File: src/rtl/sd_spi_pkg.sv
// Shared constants and FSM state type for the SD-card SPI byte master.
package sd_spi_pkg;

    localparam int SD_DIV_SLOW = 125;
    localparam int SD_DIV_FAST = 2;
    localparam int SD_BYTE_W   = 8;

    typedef enum logic [1:0] {
        IDLE,
        LOAD,
        LOW,
        HIGH
    } spi_state_t;

endpackage

File: src/rtl/spi_clk_div.sv
// Half-period counter: tick marks the last clk cycle of each SCK phase.
module spi_clk_div (
    input  logic       clk,
    input  logic       reset,
    input  logic       clr,
    input  logic [7:0] div,
    output logic       tick
);

    logic [7:0] cnt;

    assign tick = (cnt == div - 8'd1);

    // Restarting on tick keeps the count in 0..div-1 without wrapping.
    always_ff @(posedge clk or negedge reset) begin
        if (!reset)
            cnt <= '0;
        else if (clr || tick)
            cnt <= '0;
        else
            cnt <= cnt + 8'd1;
    end

endmodule

File: src/rtl/spi_byte_master.sv
// Mode-0 SPI byte master for the SD command path; MSB-first, full duplex.
module spi_byte_master
    import sd_spi_pkg::*;
#(
    parameter int DIV_SLOW = SD_DIV_SLOW,
    parameter int DIV_FAST = SD_DIV_FAST
) (
    input  logic                 clk,
    input  logic                 reset,
    input  logic                 w_data,
    input  logic [SD_BYTE_W-1:0] data_in,
    input  logic                 speed_sel,
    input  logic                 cs_in,
    output logic [SD_BYTE_W-1:0] data_out,
    output logic                 busy,
    output logic                 sclk,
    output logic                 mosi,
    input  logic                 miso,
    output logic                 ss_n
);

    spi_state_t           state;
    logic [SD_BYTE_W-1:0] tx_shift;
    logic [SD_BYTE_W-1:0] rx_shift;
    logic [7:0]           div_q;
    logic [2:0]           bit_cnt;
    logic                 div_clr;
    logic                 tick;

    assign div_clr = (state == IDLE) || (state == LOAD);

    spi_clk_div u_clk_div (
        .clk   (clk),
        .reset (reset),
        .clr   (div_clr),
        .div   (div_q),
        .tick  (tick)
    );

    always_ff @(posedge clk or negedge reset) begin
        if (!reset) begin
            state    <= IDLE;
            busy     <= 1'b0;
            sclk     <= 1'b0;
            mosi     <= 1'b1;
            ss_n     <= 1'b1;
            data_out <= '1;
            tx_shift <= '1;
            rx_shift <= '1;
            div_q    <= 8'(DIV_SLOW);
            bit_cnt  <= '0;
        end else begin
            ss_n <= cs_in;
            case (state)
                IDLE: begin
                    sclk <= 1'b0;
                    mosi <= 1'b1;
                    if (w_data) begin
                        busy  <= 1'b1;
                        state <= LOAD;
                    end
                end
                LOAD: begin
                    tx_shift <= data_in;
                    mosi     <= data_in[SD_BYTE_W-1];
                    div_q    <= speed_sel ? 8'(DIV_FAST) : 8'(DIV_SLOW);
                    bit_cnt  <= '0;
                    state    <= LOW;
                end
                LOW: begin
                    if (tick) begin
                        sclk     <= 1'b1;
                        rx_shift <= {rx_shift[SD_BYTE_W-2:0], miso};
                        state    <= HIGH;
                    end
                end
                HIGH: begin
                    if (tick) begin
                        sclk <= 1'b0;
                        if (bit_cnt == 3'd7) begin
                            data_out <= rx_shift;
                            busy     <= 1'b0;
                            mosi     <= 1'b1;
                            state    <= IDLE;
                        end else begin
                            bit_cnt  <= bit_cnt + 3'd1;
                            tx_shift <= {tx_shift[SD_BYTE_W-2:0], 1'b1};
                            mosi     <= tx_shift[SD_BYTE_W-2];
                            state    <= LOW;
                        end
                    end
                end
                default: state <= IDLE;
            endcase
        end
    end

endmodule

File: config.mk
export PLATFORM = sky130hd
export DESIGN_NAME = spi_byte_master
export DESIGN_NICKNAME = d
export VERILOG_FILES = /design/src/rtl/sd_spi_pkg.sv /design/src/rtl/spi_clk_div.sv /design/src/rtl/spi_byte_master.sv
export SDC_FILE = /design/constraint.sdc
export NUM_CORES = 1
export LEC_CHECK = 0
export CAP_MARGIN = 20
export CORE_ASPECT_RATIO = 1.5
export CORE_MARGIN = 4
export CORE_UTILIZATION = 49
export DETAILED_ROUTE_END_ITERATION = 8
export PLACE_DENSITY = 0.76
export SLEW_MARGIN = 20
export SYNTH_ARGS = -nofsm -noshare
export SYNTH_HDL_FRONTEND = slang
export SYNTH_SLANG_ARGS = --single-unit
File: constraint.sdc
create_clock -name clk -period 2.5 [get_ports clk]
set_clock_uncertainty 0.15 [all_clocks]
set_input_delay 0.375 -clock clk [delete_from_list [all_inputs] [get_ports clk]]
set_output_delay 0.375 -clock clk [all_outputs]
set_load 0.02 [all_outputs]
==> implementation parameters <==
Parameter                              Value

Pwr
  Leakage dissipation ... 1.05 nW
  Seq pwr share ... 48.3%
  Cell area power density ... 881 nW/um^2
  Combinational fraction of design power ... 26.5%
  Net switching power of the design ... 0.645 mW
  Switching part of the total power ... 29.9%
  Internal cell power ... 1.51 mW
  Share of total power in the clock network ... 25.2%
  Worst VDD drop ... 0.632 mV

Detailed routing
  Average vias per placed instance ... 5.36
  Drt pass-1 iters ... 4
  Post-DR wirelength/cell ... 15.4 um
  Number of DRC violations after detailed-routing iteration 0 ... 34
  Number of vias after detailed routing ... 1211
  Number of design rule violations left after detail routing ... 0
  Remaining antenna violation count after routing ... 0
  Total routed wirelength ... 3490 um

Min path
  Worst min-delay path class ... primary input to asynchronous set/reset pin

Layout
  Highest-count cells in the layout ignoring fill and taps ... 30 x sky130_fd_sc_hd__mux2_2, 26 x sky130_fd_sc_hd__dfstp_2, 24 x sky130_fd_sc_hd__clkdlybuf4s50_1
  # fillers ... 295
  Multi-input logic area ... 860 um^2
  Antenna diode count ... 0
  Synthesis-to-layout area growth ... 25.6%
  Fraction of final layout cells sized beyond drive strength 1 ... 43.2%
  Area taken by flip-flops and latches ... 1080 um^2
  Post-layout instance count excluding filler cells ... 226
  Final-stage net count ... 202
  Leading cell type in the layout, fill and taps excluded ... sky130_fd_sc_hd__mux2_2

Clock tree
  Number of buffers inserted for hold repair after clock tree synthesis ... 0
  TritonCTS clock tree ... done
  Total clock sinks ... 42
  Clock latency on the worst-skew pair ... 0.29 ns
  Maximum clock insertion buffer count ... 2
  CTS Buf Count ... 5
  CTS root buffer ... sky130_fd_sc_hd__clkbuf_8
  CTS HTree Levels ... 2
  Reg clk slew, reported paths ... 0.08 ns

Synth
  Cell variety after synth ... 31
  Synthesized area ... 1950 um^2
  Warnings, synthesis ... 0
  Post-synthesis instance total ... 146
  Post-synthesis mux area share ... 17.9%
  Sequential element share of the synthesized area ... 55.5%
  Top-area cell type share of the netlist area ... 35.0%
  Nets in the synthesized netlist ... 166
  Number of flip-flops and latches in the synthesized netlist ... 42
  Area fraction in and, or, nand and nor cells after synthesis ... 11.2%
  Syn_area_per_cell ... 13.4 um^2
  Synth top area cells ... sky130_fd_sc_hd__dfstp_2 35%, sky130_fd_sc_hd__dfrtp_1 21%, sky130_fd_sc_hd__mux2_2 17%
  Share of synthesized cell area in full adder, half adder and majority cells ... 3.85%
  Compound-gate portion of the synthesized area ... 4.87%
  Post-synthesis xor/xnor area fraction ... 4.94%
  Main combinational cell family by area after synthesis ... multiplexers
  Post-synthesis cell type with the largest combined area ... sky130_fd_sc_hd__dfstp_2

STA
  Summed negative setup slack over all endpoints ... 0 ns
  Pins Over Slew Limit ... 0
  Actual slew at the worst max-slew pin ... 0.874 ns
  RSZ-0062 raised after global routing ... false
  Final worst path period need ... 2.41 ns
  FMAX ... 0.414 GHz
  Tightest hold margin ... 0.0464 ns
  Final count of negative-setup-slack endpoints ... 0
  Number of hold-slack violations in the final timing report ... 0
  Ratio of final minimum period to clock period ... 96.6%
  Worst rel slew slack ... 41.7%

Setup path
  Buf/Inv on CP ... 2
  Max Fanout on Critical Path ... 4
  Largest stage delay, worst path ... 0.54 ns
  Worst setup SP type ... register
  Worst Path Required ... 2.52 ns
  Master of the slowest instance on the critical path ... sky130_fd_sc_hd__dfstp_2
  CP Capture Type ... register
  CP Cell Sequence ... inv_1 -> ha_1 -> xor2_2 -> nand4_4 -> buf_4 -> or2_2 -> a221o_1
  Setup CP Type ... register to register
  Data arrival time of the critical path ... 2.43 ns
  Cell type group with the largest total delay on the critical path ... flip-flops

Floorplan
  Top-level port count ... 26
  Rows ... 27
  Die Span Y ... 85.3 um
  Horizontal die dimension ... 59.5 um
  Effective utilization at floorplan ... 52.0%
  Die area ... 5080 um^2
  Core area ... 3750 um^2

Job
  Max-capacitance violation count ... 0

Global routing
  Global-route wire length before repair ... 6090 um
  Pin count of the biggest net entering global routing ... 43
  Number of antenna violations at the first check in global routing ... 0
  Global-route congestion overflow total ... 0
  Vias in the first global route ... 1394
  GR Util All Layers ... 15.5%

Placement
  Weighted congestion reported at the end of routability-driven placement ... 0.754
  Quantity of I/O buffers inserted on ports ... 25
  DP Wirelength ... 2570 um
  Placed insts ... 216

Run status
  Result of the run ... completed
## sequential cells by signal, summed over array words and instances, names as in the netlist
name           cells
ss_n               1
state              2
sclk               1
data_out           8
rx_shift           8
bit_cnt            3
u_clk_div.cnt      8
busy               1
mosi               1
div_q              2
tx_shift           7
## power groups by stage
stage | clock [mW] | combinational, mW | sequential (mW)
after global placement | 0 | 0.507 | 1.03
after floorplan | 0 | 0.392 | 1.02
after detailed placement | 0 | 0.526 | 1.05
after CTS | 0.562 | 0.530 | 1.04
final | 0.545 | 0.571 | 1.04
after global routing | 0.588 | 0.638 | 1.07
## Yosys cell counts
master	instances
sky130_fd_sc_hd__mux2_2	30
sky130_fd_sc_hd__dfstp_2	26
sky130_fd_sc_hd__dfrtp_1	16
sky130_fd_sc_hd__nor2_1	14
sky130_fd_sc_hd__inv_1	7
sky130_fd_sc_hd__ha_1	6
sky130_fd_sc_hd__xnor2_1	6
sky130_fd_sc_hd__xor2_1	5
sky130_fd_sc_hd__nand2_1	4
sky130_fd_sc_hd__and3_1	3
sky130_fd_sc_hd__nand3_1	3
sky130_fd_sc_hd__a221o_1	2
sky130_fd_sc_hd__and2_1	2
sky130_fd_sc_hd__clkbuf_1	2
sky130_fd_sc_hd__nor4b_4	2
sky130_fd_sc_hd__o21ai_0	2
sky130_fd_sc_hd__o21ai_1	2
sky130_fd_sc_hd__a21boi_0	1
sky130_fd_sc_hd__and4b_1	1
sky130_fd_sc_hd__mux2_1	1
sky130_fd_sc_hd__nand2b_1	1
sky130_fd_sc_hd__nand4_1	1
sky130_fd_sc_hd__nand4_2	1
sky130_fd_sc_hd__nor2b_1	1
sky130_fd_sc_hd__nor4b_1	1
sky130_fd_sc_hd__o2111ai_1	1
sky130_fd_sc_hd__o21ai_2	1
sky130_fd_sc_hd__o221a_2	1
sky130_fd_sc_hd__o311ai_0	1
sky130_fd_sc_hd__o32a_1	1
sky130_fd_sc_hd__or2_2	1
## logic make-up (layout without fill, tap and decap cells)
logic type | after synthesis | count (layout)
XOR/XNOR | 11 | 11
multiplexers | 31 | 31
buffers and inverters | 9 | 46
flip-flops | 42 | 42
adder cells (fa/ha/maj) | 6 | 6
AO/OA/AOI/OAI | 12 | 12
AND/OR/NAND/NOR | 35 | 35
## cell type report
class | count | area share [%]
timing repair buffer | 31 | 12.7
multi-input combinational | 95 | 35.1
clock inverter | 1 | 1.23
tap | 43 | 2.20
sequential | 42 | 44.2
clock buffer | 7 | 3.52
inverter | 7 | 1.07
## what timing repair did
item / in CTS / in global routing
endpoints found under the setup margin: 0 / 17
gates resized for setup: 0 / 8
setup buffers: 0 / 1
## through the flow
step                total power [mW]  util, %  area (um^2)  setup slack [ns]
global placement                1.54     60.9         2280            0.0891
global route                    2.29     65.3         2450            0.0119
floorplan                       1.41        -         1950            0.0547
finish                          2.16     65.3         2450            0.0858
CTS                             2.13     64.0         2400            0.0128
detailed placement              1.57     60.9         2280            0.0265
## path summary, 6_finish.rpt
| kind | start | endpoint | slack, ns | cells past startpoint |
|---|---|---|---|---|
| max | div_q[5]$_DFFE_PN1N_ | sclk$_DFFE_PN0P_ | 0.09 | 7 |
| min | reset | u_clk_div.cnt[7]$_DFF_PN0_ | 0.05 | 1 |
| max reg2reg | div_q[5]$_DFFE_PN1N_ | sclk$_DFFE_PN0P_ | 0.09 | 7 |
| min reg2reg | bit_cnt[1]$_DFFE_PN0P_ | bit_cnt[1]$_DFFE_PN0P_ | 0.37 | 1 |
| max in group asynchronous | reset | sclk$_DFFE_PN0P_ | 1.60 | 1 |
| min in group clk | cs_in | ss_n$_DFF_PN1_ | 0.34 | 1 |
## per-layer routing
| layer | wire (um) | global-route usage [%] |
|---|---|---|
| met1 | 1410 | 17.9 |
| met2 | 1910 | 26.8 |
| met4 | 71 | 6.45 |
| met5 | 0 | 0 |
| met3 | 88 | 3.35 |
(Power assumes the default switching activity.)
